## config.mk

```make
export PLATFORM = sky130hd
export DESIGN_NAME = cpu_step_ctrl
export DESIGN_NICKNAME = d
export VERILOG_FILES = /design/src/rtl/cpu_step_ctrl.sv
export SDC_FILE = /design/constraint.sdc
export NUM_CORES = 1
export LEC_CHECK = 0
export BUFFER_PORTS_ARGS = -buffer_cell sky130_fd_sc_hd__buf_2
export CORE_MARGIN = 5
export CORE_UTILIZATION = 35
export DETAILED_ROUTE_END_ITERATION = 10
export GPL_TIMING_DRIVEN = 0
export HOLD_SLACK_MARGIN = 0.15
export PLACE_DENSITY_LB_ADDON = 0.1
export SETUP_SLACK_MARGIN = 0.05
export SLEW_MARGIN = 20
export SYNTH_ARGS = -nofsm -noshare
export SYNTH_HDL_FRONTEND = slang
export SYNTH_SLANG_ARGS = --single-unit
export TNS_END_PERCENT = 50
```

## constraint.sdc

```tcl
create_clock -name clk -period 2.6 [get_ports clk]
set_input_delay 0.13 -clock clk [delete_from_list [all_inputs] [get_ports clk]]
set_output_delay 0.13 -clock clk [all_outputs]
set_load 0.01 [all_outputs]
```

## src/rtl/cpu_step_ctrl.sv

```systemverilog
// Run/halt/step execution controller: debounces three pushbuttons, arbitrates press events
// against a datapath halt request and issues processor clock-enable pulses. Optional breakpoint: STEP_CTRL_BREAKPOINT_EN.
module cpu_step_ctrl #(
  parameter int unsigned TICK_DIV = 250000,
  parameter int unsigned DB_LEN   = 3,
  parameter int unsigned RUN_DIV  = 1
) (
  input  logic        clk,
  input  logic        rst_n,
  input  logic        btn_run,
  input  logic        btn_halt,
  input  logic        btn_step,
  input  logic        halt_req,
`ifdef STEP_CTRL_BREAKPOINT_EN
  input  logic [31:0] bp_addr,
  input  logic        bp_valid,
  input  logic [31:0] pc,
`endif
  output logic        cpu_en,
  output logic [1:0]  mode,
  output logic [15:0] step_count,
  output logic [2:0]  press_seen
);

  localparam int unsigned NBTN     = 3;
  localparam int unsigned BTN_RUN  = 0;
  localparam int unsigned BTN_HALT = 1;
  localparam int unsigned BTN_STEP = 2;
  localparam int unsigned TICK_W   = $clog2(TICK_DIV);
  localparam int unsigned RUN_W    = (RUN_DIV > 1) ? $clog2(RUN_DIV) : 1;
  localparam int unsigned CNT_W    = 16;

  typedef enum logic [1:0] {
    S_HALT = 2'b00,
    S_RUN  = 2'b01,
    S_STEP = 2'b10
  } state_e;

  logic [NBTN-1:0]   btn_raw_c;
  logic [NBTN-1:0]   sync1_q, sync2_q;
  logic [TICK_W-1:0] tick_q, tick_d;
  logic              tick_c;
  logic [DB_LEN-1:0] shift_q [NBTN];
  logic [DB_LEN-1:0] shift_d [NBTN];
  logic [NBTN-1:0]   level_q, level_d, level_prev_q;
  logic [NBTN-1:0]   press_c;
  logic [NBTN-1:0]   press_seen_q;

  state_e            state_q, state_d;
  logic [RUN_W-1:0]  run_cnt_q, run_cnt_d;
  logic              cpu_en_q, cpu_en_d;
  logic [1:0]        mode_q, mode_d;
  logic [CNT_W-1:0]  step_cnt_q;
  logic              bp_hit_c;

  assign btn_raw_c = {btn_step, btn_halt, btn_run};

  // Sample tick generator
  assign tick_c = (tick_q == TICK_W'(TICK_DIV - 1));
  assign tick_d = tick_c ? '0 : tick_q + TICK_W'(1);

  // Debounce: level changes only when the whole sample window agrees
  always_comb begin
    for (int i = 0; i < NBTN; i++) begin
      shift_d[i] = shift_q[i];
      level_d[i] = level_q[i];
      if (tick_c) begin
        shift_d[i] = {shift_q[i][DB_LEN-2:0], sync2_q[i]};
        if (&shift_d[i]) begin
          level_d[i] = 1'b1;
        end else if (~|shift_d[i]) begin
          level_d[i] = 1'b0;
        end
      end
    end
  end

  assign press_c = level_q & ~level_prev_q;

`ifdef STEP_CTRL_BREAKPOINT_EN
  logic bp_armed_q, bp_armed_d;
  logic bp_match_c;

  assign bp_match_c = bp_valid && (pc == bp_addr);
  assign bp_hit_c   = bp_match_c && bp_armed_q;

  // Disarm when resuming from the breakpoint address; re-arm once pc moves away
  always_comb begin
    bp_armed_d = bp_armed_q;
    if (pc != bp_addr) begin
      bp_armed_d = 1'b1;
    end else if ((state_q == S_HALT) && (state_d == S_RUN)) begin
      bp_armed_d = 1'b0;
    end
  end

  always_ff @(posedge clk or negedge rst_n) begin
    if (!rst_n) begin
      bp_armed_q <= 1'b1;
    end else begin
      bp_armed_q <= bp_armed_d;
    end
  end
`else
  assign bp_hit_c = 1'b0;
`endif

  // Next state with fixed priority: halt_req > halt > step > run; losers are dropped
  always_comb begin
    state_d   = state_q;
    run_cnt_d = run_cnt_q;
    cpu_en_d  = 1'b0;
    mode_d    = 2'b00;
    case (state_q)
      S_HALT: begin
        if (halt_req || press_c[BTN_HALT]) begin
          state_d = S_HALT;
        end else if (press_c[BTN_STEP]) begin
          state_d = S_STEP;
        end else if (press_c[BTN_RUN]) begin
          state_d   = S_RUN;
          run_cnt_d = '0;
        end
      end
      S_STEP: begin
        state_d = S_HALT;
      end
      S_RUN: begin
        if (halt_req || bp_hit_c || press_c[BTN_HALT]) begin
          state_d = S_HALT;
        end else if (run_cnt_q == RUN_W'(RUN_DIV - 1)) begin
          run_cnt_d = '0;
        end else begin
          run_cnt_d = run_cnt_q + RUN_W'(1);
        end
      end
      default: begin
        state_d = S_HALT;
      end
    endcase

    cpu_en_d = (state_d == S_STEP) || ((state_d == S_RUN) && (run_cnt_d == '0));
    mode_d   = 2'(state_d);
  end

  always_ff @(posedge clk or negedge rst_n) begin
    if (!rst_n) begin
      sync1_q      <= '0;
      sync2_q      <= '0;
      tick_q       <= '0;
      for (int i = 0; i < NBTN; i++) begin
        shift_q[i] <= '0;
      end
      level_q      <= '0;
      level_prev_q <= '0;
      press_seen_q <= '0;
      state_q      <= S_HALT;
      run_cnt_q    <= '0;
      cpu_en_q     <= 1'b0;
      mode_q       <= 2'b00;
      step_cnt_q   <= '0;
    end else begin
      sync1_q      <= btn_raw_c;
      sync2_q      <= sync1_q;
      tick_q       <= tick_d;
      for (int i = 0; i < NBTN; i++) begin
        shift_q[i] <= shift_d[i];
      end
      level_q      <= level_d;
      level_prev_q <= level_q;
      press_seen_q <= press_seen_q | press_c;
      state_q      <= state_d;
      run_cnt_q    <= run_cnt_d;
      cpu_en_q     <= cpu_en_d;
      mode_q       <= mode_d;
      step_cnt_q   <= step_cnt_q + CNT_W'(cpu_en_q);
    end
  end

  assign cpu_en     = cpu_en_q;
  assign mode       = mode_q;
  assign step_count = step_cnt_q;
  assign press_seen = press_seen_q;

endmodule
```

## After elaboration in Yosys (flattened, before gate mapping)

Cells that the tools add are included.

| storage, ports and cells | value |
|---|---|
| bits of input ports | 6 |
| flip-flop bits (word level) | 59 |
| logic and storage cells | 60 |
| output and inout bits | 22 |

| cells by class | value |
|---|---|
| bitwise operators | 4 |
| reductions and logical operators | 13 |
| equality and inequality tests | 7 |
| add/subtract/negate cells | 3 |
| muxes and demuxes | 18 |

Operators with widths:

| operator | number |
|---|---|
| adder 18 x 1 -> 18 bit, second input constant | 1 |
| equality test 18 bit, second input constant | 1 |
| two-way mux 18 bit | 1 |
| adder 16 x 1 -> 16 bit | 1 |
| two-way mux 1 bit | 11 |
| AND reduction 3 bit | 3 |
| OR reduction 3 bit | 3 |
| two-way mux 2 bit | 4 |
| != test 2 bit, second input constant | 3 |
| AND reduction 2 bit | 3 |
| equality test 2 x 1 -> 1 bit, second input constant | 2 |
| one-hot mux 2 bit (2 select lines) | 1 |
| AND 3 bit | 1 |
| NOT 3 bit | 1 |
| bitwise OR 3 bit | 1 |
| equality test 2 bit, second input constant | 1 |
| logical NOT 2 bit | 1 |
| logical OR 1 bit | 2 |
| one-hot mux 1 bit (2 select lines) | 1 |
| adder 1 bit, second input constant | 1 |
| logical AND 1 bit | 1 |
| NOT 1 bit | 1 |

## Depth between registers and ports, before layout

Gate-level depths: netlist (run 1).

| logic depth | value |
|---|---|
| word-level depth | 9 |
| mapped depth | 6 |
| gate-level depth less buffers | 5 |

## Worst setup path after synthesis (run 1)

No wires, ideal clock.

| path | value |
|---|---|
| path type | flip-flop to flip-flop |
| start | register tick_q[0] |
| end | register shift_q[0] in the netlist's numbering |
| stages on the path, launching flop included | 6 |
| required time | 2,475 ps |
| clock period less this slack | 1,611 ps |
| setup time | 125 ps |
| path slack | 989 ps |
| buffers on the path | 0 |
| arrival | 1,487 ps |
| cells stage by stage | dfrtp_1 ha_1 and3_1 nand3_4 nor2_4 mux2_2 |

| on the way | value |
|---|---|
| cells in the longest elaborated chain, start to end | 1 |

RTL lines:

| element | RTL line | source |
|---|---|---|
| start, declared | 41 | `logic [TICK_W-1:0] tick_q, tick_d;` |
| start signal, assigned | 165 | `tick_q <= tick_d;` |
| equality test 18 bit | 59 | `assign tick_c = (tick_q == TICK_W'(TICK_DIV - 1));` |
| end signal, assigned by index | 167 | `shift_q[i] <= shift_d[i];` |
| end, declared | 43 | `logic [DB_LEN-1:0] shift_q [NBTN];` |

Every way passes these cells.
A chain may end at the register's enable or synchronous reset.

## Final worst setup path (run 1)

| path | value |
|---|---|
| start | register tick_q[0] |
| end | register shift_q[4] in the netlist's numbering |

The elaborated chain is that of the path after synthesis.

==> flow_metrics.tcl, run 1 <==
set metrics [dict create \
    slew_headroom 0.509 \
    n_antenna_cell 0 \
    fin_skew_ns 0.00187 \
    synth_cell_types 37 \
    synth_largest_area_cell "dfrtp_1" \
    status "completed" \
    synthCells 194 \
    hold_class "flop to flop" \
    peakVddDrop_mv 0.323 \
    critPathArrivalTime_ns 1.98 \
    leakagePower_nw 1.40 \
    cp_max_fo 7 \
    fill_cells 646 \
    cts_root_buf "clkbuf_8" \
    syn_nets 203 \
    dr.first_iter.drc_count 57 \
    setup_slack_ns 0.834 \
    initial_core_util 0.361 \
    max_stage_delay_ns 0.38 \
    cp.required_ns 2.81 \
    preCtsSetupSlack_ns 0.821 \
    drtPass1Iterations 4 \
    fmaxAchievable_ghz 0.566 \
    crit_buf_inv 0 \
    io_pins 28 \
    synthTopCellsByArea "dfrtp_1 (59%), xnor2_1 (5.7%), xor2_1 (4.6%)" \
    port-buffer-count 27 \
    nNetsFinal 246 \
    post-cts-setup-buffer-count 0 \
    setup_violations 0 \
    critical_path_class "flop to flop" \
    setup-tns-final_ns 0 \
    grt_pass1_vias 1511 \
    path_clk_slew_ns 0.06 \
    drc 0 \
    routed_via_density 4.54 \
    areaGrowthSynthToFinish_pct 19.4 \
    tightest_slew_ns 0.737 \
    gr-total-overflow 0 \
    cp_cell_sequence "ha_1, and3_1, nand3_4, nor2_4, mux2_2" \
    fin_area_sq_mm 0.00294 \
    grt_usage 0.109 \
    multiInputGateArea_sq_um 956 \
    wl_per_cell_um 12.6 \
    vias 1529 \
    startpoint_type "flop" \
    p_per_area_mw_per_mm2 569 \
    async_flop_share 1.00 \
    cts_repair_resize_count 0 \
    cts_tree "done" \
    mappedNetlistArea_sq_mm 0.00246 \
    rsz0062_at_grt "false" \
    yosysMostFrequentCell "dfrtp_1" \
    synth_warnings 0 \
    place_area_sq_mm 0.00272 \
    slew_viol_final 0 \
    grt_pass1_wl_um 7450 \
    numCtsBuffers 9 \
    regArea_sq_mm 0.00145 \
    synth_edf_count 0 \
    clk_path_buf_depth 2 \
    yosysTopAreaCellShare 0.589 \
    clock_sinks 58 \
    crit_family "simple AND/OR/NAND/NOR gates" \
    htreeDepth 3 \
    finalCritPeriodShare 0.679 \
    die_w_um 93.9 \
    drive_above_1_share 0.245 \
    die-area_sq_mm 0.00882 \
    die_y_um 93.9 \
    total_power_mw 1.67 \
    seq_area_frac_synth 0.589 \
    post-dp-hpwl_um 2750 \
    insertion_delay_ns 0.33 \
    cp-end-kind "flop" \
    max-cap-violations 0 \
    period_needed_ns 1.77 \
    slowest_stage "dfrtp_1" \
    synth-main-ff-cell "dfrtp_1" \
    core-area_sq_mm 0.00683 \
    synth-seq-cells 58 \
    hold_viol 0 \
    rows 30 \
    synth_common_cells "dfrtp_1 (58), nor2_1 (16), xnor2_1 (16), nand3_1 (13), xor2_1 (13)" \
    ant_nets 0 \
    wl_um 4240 \
    place.gp.congestion 0.738 \
    grt_max_degree 59 \
    hold_buffers 5 \
    avgSynthCellArea_sq_um 12.7 \
    antenna_found_initial 0 \
]
flip-flops by register name (all words and copies together) (netlist names):
signal        count
tick_q           18
step_count       16
shift_q           6
level_prev_q      3
level_q           3
press_seen        3
sync1_q           3
sync2_q           3
mode              2
cpu_en            1
worst paths after layout:
kind	startpoint	to	slack, ns	cells past startpoint
max	tick_q[0]$_DFF_PN0_	shift_q[4]$_DFFE_PN0N_	0.83	5
min	sync1_q[0]$_DFF_PN0_	sync2_q[0]$_DFF_PN0_	0.35	0
max reg2reg	tick_q[0]$_DFF_PN0_	shift_q[4]$_DFFE_PN0N_	0.83	5
min reg2reg	sync1_q[0]$_DFF_PN0_	sync2_q[0]$_DFF_PN0_	0.35	0
max in group asynchronous	rst_n	sync1_q[0]$_DFF_PN0_	1.70	2
min in group asynchronous	rst_n	step_count[0]$_DFF_PN0_	0.40	2
placed cells by master, fill, tap and decap left out, drive strengths merged, types with 7 or more instances in the layout:
cell type	count
xor2	13
clkbuf	12
buf	30
xnor2	16
nor3	9
nand4	8
nor2	17
inv	7
nand2	9
nand3	15
dfrtp	58
through the flow:
step / hold slack (ns) / cells / util
2_1_floorplan: -0.166 / 194 / -
3_3_place_gp: 0.239 / 317 / 0.398
3_5_place_dp: 0.240 / 317 / 0.398
4_1_cts: 0.351 / 337 / 0.431
5_1_grt: 0.370 / 337 / 0.431
6_report: 0.348 / 337 / 0.431
area by class of cell:
| class | count | share of cell area |
|---|---|---|
| buffer | 3 | 0.0102 |
| timing repair buffer | 32 | 0.0638 |
| sequential | 58 | 0.493 |
| tap | 96 | 0.0408 |
| multi-input combinational | 126 | 0.325 |
| inverter | 7 | 0.00893 |
| clock buffer | 12 | 0.0527 |
| clock inverter | 3 | 0.00510 |
report_power, final:
part / internal (mW) / switching (mW) / total (mW)
Clock: 0.388 / 0.334 / 0.722
Combinational: 0.0119 / 0.0232 / 0.0350
Sequential: 0.911 / 0.00474 / 0.916
Total: 1.31 / 0.362 / 1.67
cells by family (layout without fill, tap and decap cells):
logic type	after synthesis	after routing	share of synthesized area
AO/OA/AOI/OAI	9	9	0.0305
XOR/XNOR	29	29	0.103
adder cells (fa/ha/maj)	3	3	0.0152
buffers and inverters	10	57	0.0229
flip-flops	58	58	0.589
multiplexers	7	7	0.0315
AND/OR/NAND/NOR	78	78	0.208
layer usage:
| metal | part of all wire | wire length, um | GRT usage | vias up |
|---|---|---|---|---|
| li1 | - | - | - | 763 |
| met1 | 0.48 | 2040 | 0.139 | 729 |
| met2 | 0.44 | 1880 | 0.157 | 31 |
| met3 | 0.064 | 270 | 0.0529 | 6 |
| met4 | 0.010 | 44 | 0.0469 | 0 |
| met5 | 0 | 0 | 0 | - |
worst register-to-register path, delay by kind of cell, from the launching register on:
kind,cells,cell delay (ns)
and+or+nand+nor,3,0.68
muxes,1,0.36
adders and majority gates,1,0.23
DFF,1,0.38
(Power assumes the default switching activity.)
==> inputs of run 2 (changes only) <==
- ABC_AREA: default -> 1
- clock period: 2.6 -> 1.64 ns (I/O delays scaled with it)
==> flow_metrics.tcl, run 2 <==
set metrics [dict create \
    io_pins 28 \
    cts_tree "done" \
    regMostFlops "tick_q" \
    worst-r2r-setup-slack_ns 0.12 \
    routed_via_density 4.36 \
    final_core_util 0.441 \
    status "completed" \
    hold_viol 0 \
    drc 0 \
    ant_nets 0 \
    yosysTopAreaCellShare 0.554 \
    synthTopCellsByArea "dfrtp_1 (55%), nand2_1 (11%), nor2_1 (6.9%)" \
    fin_skew_ns 0.00616 \
    setup_slack_ns 0.125 \
    synth_warnings 0 \
    tightest_slew_ns 0.740 \
    htreeDepth 3 \
    dr.first_iter.drc_count 86 \
    die_w_um 96.5 \
    post-dp-hpwl_um 3390 \
    setup_violations 0 \
    r2r_end "level_q[1]$_DFFE_PN0P_" \
    syn_nets 306 \
    synth_cell_types 26 \
    finalCritPeriodShare 0.924 \
    critPathArrivalTime_ns 1.74 \
    grt_pass1_wl_um 8310 \
    max-cap-violations 0 \
    n_antenna_cell 0 \
    stdcell_count 449 \
    drive_above_1_share 0.186 \
    synth_largest_area_cell "dfrtp_1" \
    seq_area_frac_synth 0.554 \
    antenna_found_initial 0 \
    synth-seq-cells 58 \
    numCtsBuffers 9 \
    gr-total-overflow 0 \
    vias 1956 \
    areaGrowthSynthToFinish_pct 22.0 \
    rr_worst_depth 9 \
    p_per_area_mw_per_mm2 874 \
    wl_per_cell_um 11.0 \
    hold_class "input pin to async pin" \
    timing.hold.ws_ns 0.349 \
    cp-end-kind "flop" \
    grt_usage 0.119 \
    wl_met3_um 324 \
    slew_headroom 0.507 \
    final_cell_mix "nand2_1 (73), dfrtp_1 (58), nor2_1 (47)" \
    grt_pass1_vias 1843 \
    fin_area_sq_mm 0.00320 \
    synth-main-ff-cell "dfrtp_1" \
    synthCells 297 \
    die_y_um 96.5 \
    clk_path_buf_depth 2 \
    placed_cells 423 \
    drt-met1-wl_um 2400 \
    async_flop_share 1.00 \
    initial_core_util 0.361 \
    port-buffer-count 27 \
    rr_startpoint "tick_q[0]$_DFF_PN0_" \
    cts_root_buf "clkbuf_8" \
    nNetsFinal 354 \
    clock_sinks 58 \
    cp_max_fo 5 \
    critical_path_class "flop to flop" \
    setup-tns-final_ns 0 \
    yosysMostFrequentCell "nand2_1" \
    mappedNetlistArea_sq_mm 0.00262 \
    wl_um 4940 \
    path_clk_slew_ns 0.06 \
    grt_max_degree 59 \
    place.gp.congestion 0.765 \
    preCtsSetupSlack_ns 0.0304 \
    final_common_cell "nand2_1" \
    top_layer_used "met4" \
    insertion_delay_ns 0.33 \
    die-area_sq_mm 0.00932 \
    dr_wl_met2_um 2140 \
    largest_reg_flops 18 \
    avgSynthCellArea_sq_um 8.82 \
    core-area_sq_mm 0.00725 \
    rows 31 \
    synth_edf_count 0 \
    synth_common_cells "nand2_1 (74), dfrtp_1 (58), nor2_1 (48), inv_1 (39), xor2_1 (14)" \
    rsz0062_at_grt "false" \
    total_power_mw 2.79 \
    drtPass1Iterations 4 \
    fmaxAchievable_ghz 0.660 \
    cp.required_ns 1.86 \
    startpoint_type "flop" \
    peakVddDrop_mv 0.294 \
    leakagePower_nw 1.66 \
    place_area_sq_mm 0.00288 \
    period_needed_ns 1.52 \
    slew_viol_final 0 \
]
==> run 2: area by class of cell <==
class,count,area [sq um]
buffer,2,12.5
clock buffer,11,141
clock inverter,5,53.8
fill,745,4060
inverter,40,155
multi-input combinational,197,1030
sequential,58,1450
tap,99,124
timing repair buffer,37,225
==> run 2: critical path: stages, from the launching register on <==
cell and delay (ns):
dfrtp_1 0.40, ha_4 0.17, nand2_4 0.07, nor2_4 0.17, nand3_2 0.12, nor2_4 0.19
buf_4 0.14, nand3_1 0.05, nand2_1 0.07, nand2_1 0.04
==> run 2: logic make-up after synthesis <==
family                   share of synthesized area
flip-flops                                   0.554
XOR/XNOR                                    0.0635
AND/OR/NAND/NOR                              0.264
buffers and inverters                       0.0626
AO/OA/AOI/OAI                               0.0420
adder cells (fa/ha/maj)                     0.0143
==> run 2: power breakdown <==
part,total [mW],leakage [nW],switching (mW),internal (mW)
sequential,1.44,0.782,0.00289,1.44
combinational,0.0532,0.775,0.0375,0.0157
clock,1.30,0.103,0.560,0.738
total,2.79,1.66,0.600,2.19
==> run 2: timing repair <==
| item | CTS | global route |
|---|---|---|
| setup endpoints to repair | 6 | 12 |
| pin swaps | 1 | 3 |
| resized for setup | 0 | 8 |
| hold endpoints to repair | 64 | 0 |
| buffers inserted | 0 | 5 |
| hold buffers | 5 | 0 |
==> run 2: routing by layer <==
layer,up-vias,global-route usage
met1,896,0.153
met4,0,0.0526
met2,39,0.176
li1,1016,-
met5,-,0
met3,5,0.0488
==> run 2: how the worst max path moves through the flow <==
stage                             start                  endpoint  slack [ns]  depth (start not counted)
floorplan              cpu_en$_DFF_PN0_  step_count[12]$_DFF_PN0_        0.24                          7
global placement    tick_q[0]$_DFF_PN0_      tick_q[12]$_DFF_PN0_        0.05                          8
detailed placement  tick_q[0]$_DFF_PN0_      tick_q[12]$_DFF_PN0_        0.03                          8
CTS                 tick_q[0]$_DFF_PN0_      tick_q[12]$_DFF_PN0_        0.05                          8
global route        tick_q[0]$_DFF_PN0_    level_q[1]$_DFFE_PN0P_        0.02                          9
finish              tick_q[0]$_DFF_PN0_    level_q[1]$_DFFE_PN0P_        0.12                          9
==> inputs of run 3 (changes only) <==
- REMOVE_ABC_BUFFERS: default -> 1
==> flow_metrics.tcl, run 3 (same netlist as run 2, synthesis figures left out) <==
set metrics [dict create \
    path_clk_slew_ns 0.07 \
    rr_startpoint "tick_q[0]$_DFF_PN0_" \
    vias 1945 \
    tightest_slew_ns 0.729 \
    gr-total-overflow 0 \
    setup_slack_ns 0.128 \
    grt_max_degree 59 \
    fill_cells 730 \
    hold_class "input pin to async pin" \
    die-area_sq_mm 0.00932 \
    max_stage_delay_ns 0.38 \
    peakVddDrop_mv 0.695 \
    ant_nets 0 \
    cp_cell_sequence "ha_2, nand2_2, nor2_4, nand3_2, nor2_4, nand2_4, inv_6, nor2_1" \
    slew_viol_final 0 \
    preCtsSetupSlack_ns 0.0719 \
    finalCritPeriodShare 0.922 \
    place.gp.congestion 0.757 \
    critPathArrivalTime_ns 1.73 \
    rows 31 \
    wl_um 4850 \
    routed_via_density 4.36 \
    startpoint_type "flop" \
    core-area_sq_mm 0.00725 \
    fin_skew_ns 0.00815 \
    antenna_found_initial 0 \
    clock_sinks 58 \
    post-dp-hpwl_um 3370 \
    numCtsBuffers 9 \
    cts_root_buf "clkbuf_8" \
    htreeDepth 3 \
    drc 0 \
    setup-tns-final_ns 0 \
    rr_worst_depth 8 \
    cp.required_ns 1.86 \
    dr_wl_met2_um 2300 \
    period_needed_ns 1.51 \
    crit_family "simple AND/OR/NAND/NOR gates" \
    max-cap-violations 0 \
    insertion_delay_ns 0.33 \
    grt_pass1_wl_um 8480 \
    top_layer_used "met4" \
    wl_met3_um 270 \
    areaGrowthSynthToFinish_pct 22.9 \
    die_w_um 96.5 \
    grt_pass1_vias 1936 \
    final_common_cell "nand2_1" \
    hold_viol 0 \
    cts_tree "done" \
    die_y_um 96.5 \
    critical_path_class "flop to flop" \
    nNetsFinal 351 \
    slew_headroom 0.514 \
    drt-met1-wl_um 2220 \
    final_cell_mix "nand2_1 (73), dfrtp_1 (58), nor2_1 (48)" \
    p_per_area_mw_per_mm2 976 \
    status "completed" \
    largest_reg_flops 18 \
    rsz0062_at_grt "true" \
    initial_core_util 0.361 \
    grt_usage 0.120 \
    cp-end-kind "flop" \
    dr.first_iter.drc_count 103 \
    cp_max_fo 7 \
    fmaxAchievable_ghz 0.661 \
    regMostFlops "tick_q" \
    port-buffer-count 27 \
    worst-r2r-setup-slack_ns 0.13 \
    cpMostUsedCell "nor2_4" \
    wl_per_cell_um 10.9 \
    n_antenna_cell 0 \
    setup_violations 0 \
    leakagePower_nw 1.65 \
    clk_path_buf_depth 2 \
    drtPass1Iterations 4 \
    r2r_end "tick_q[3]$_DFF_PN0_" \
    drive_above_1_share 0.182 \
    slowest_stage "dfrtp_1" \
    crit_buf_inv 1 \
    io_pins 28 \
]
## run 3: cell types whose count changed in the layout (fill, tap and decap cells not counted), sizes merged
| cell | before | now |
|---|---|---|
| buf | 34 | 31 |
| bufinv | 1 | 3 |
| clkinv | 4 | 2 |
## run 3: area by class of cell
class	count	area (sq um)	share of cell area
sequential	58	1450	0.451
timing repair buffer	36	218	0.0676
clock buffer	11	151	0.0470
clock inverter	5	100	0.0311
inverter	40	155	0.0482
tap	99	124	0.0385
multi-input combinational	197	1020	0.317
## run 3: report_power, final
| part | internal [mW] | switching (mW) | total [mW] |
|---|---|---|---|
| clock network | 1.09 | 0.561 | 1.65 |
| registers | 1.44 | 0.00255 | 1.44 |
| logic | 0.0157 | 0.0368 | 0.0525 |
| total | 2.54 | 0.601 | 3.14 |
## run 3: timing repair
| action | 4_1_cts | 5_1_grt |
|---|---|---|
| endpoints found under the hold margin | 64 | 0 |
| setup endpoints to repair | 0 | 18 |
| resized for setup | 0 | 6 |
| setup buffers | 0 | 4 |
| hold buffers | 5 | 0 |
## run 3: stage by stage
stage | total power, mW | hold WS [ns] | utilization | cell area (sq um) | instances
global placement | 1.51 | 0.190 | 0.395 | 2870 | 421
floorplan | 1.48 | -0.214 | - | 2610 | 295
global route | 3.28 | 0.354 | 0.444 | 3220 | 446
finish | 3.14 | 0.348 | 0.444 | 3220 | 446
detailed placement | 1.51 | 0.192 | 0.396 | 2870 | 421
CTS | 3.22 | 0.351 | 0.437 | 3170 | 442
## run 3: layer usage
layer | vias to the layer above | global-route usage
met5 | - | 0
met4 | 0 | 0.0479
met3 | 9 | 0.0542
met2 | 31 | 0.191
met1 | 891 | 0.141
li1 | 1014 | -
## run 3: how the worst max path moves through the flow
stage | startpoint | endpoint | slack, ns | cells past startpoint
finish | tick_q[0]$_DFF_PN0_ | tick_q[3]$_DFF_PN0_ | 0.13 | 8
detailed placement | tick_q[0]$_DFF_PN0_ | tick_q[3]$_DFF_PN0_ | 0.07 | 8
global route | tick_q[0]$_DFF_PN0_ | tick_q[3]$_DFF_PN0_ | 0.03 | 8
floorplan | cpu_en$_DFF_PN0_ | step_count[12]$_DFF_PN0_ | 0.24 | 7
global placement | tick_q[0]$_DFF_PN0_ | tick_q[12]$_DFF_PN0_ | 0.08 | 8
CTS | tick_q[0]$_DFF_PN0_ | tick_q[3]$_DFF_PN0_ | 0.06 | 8
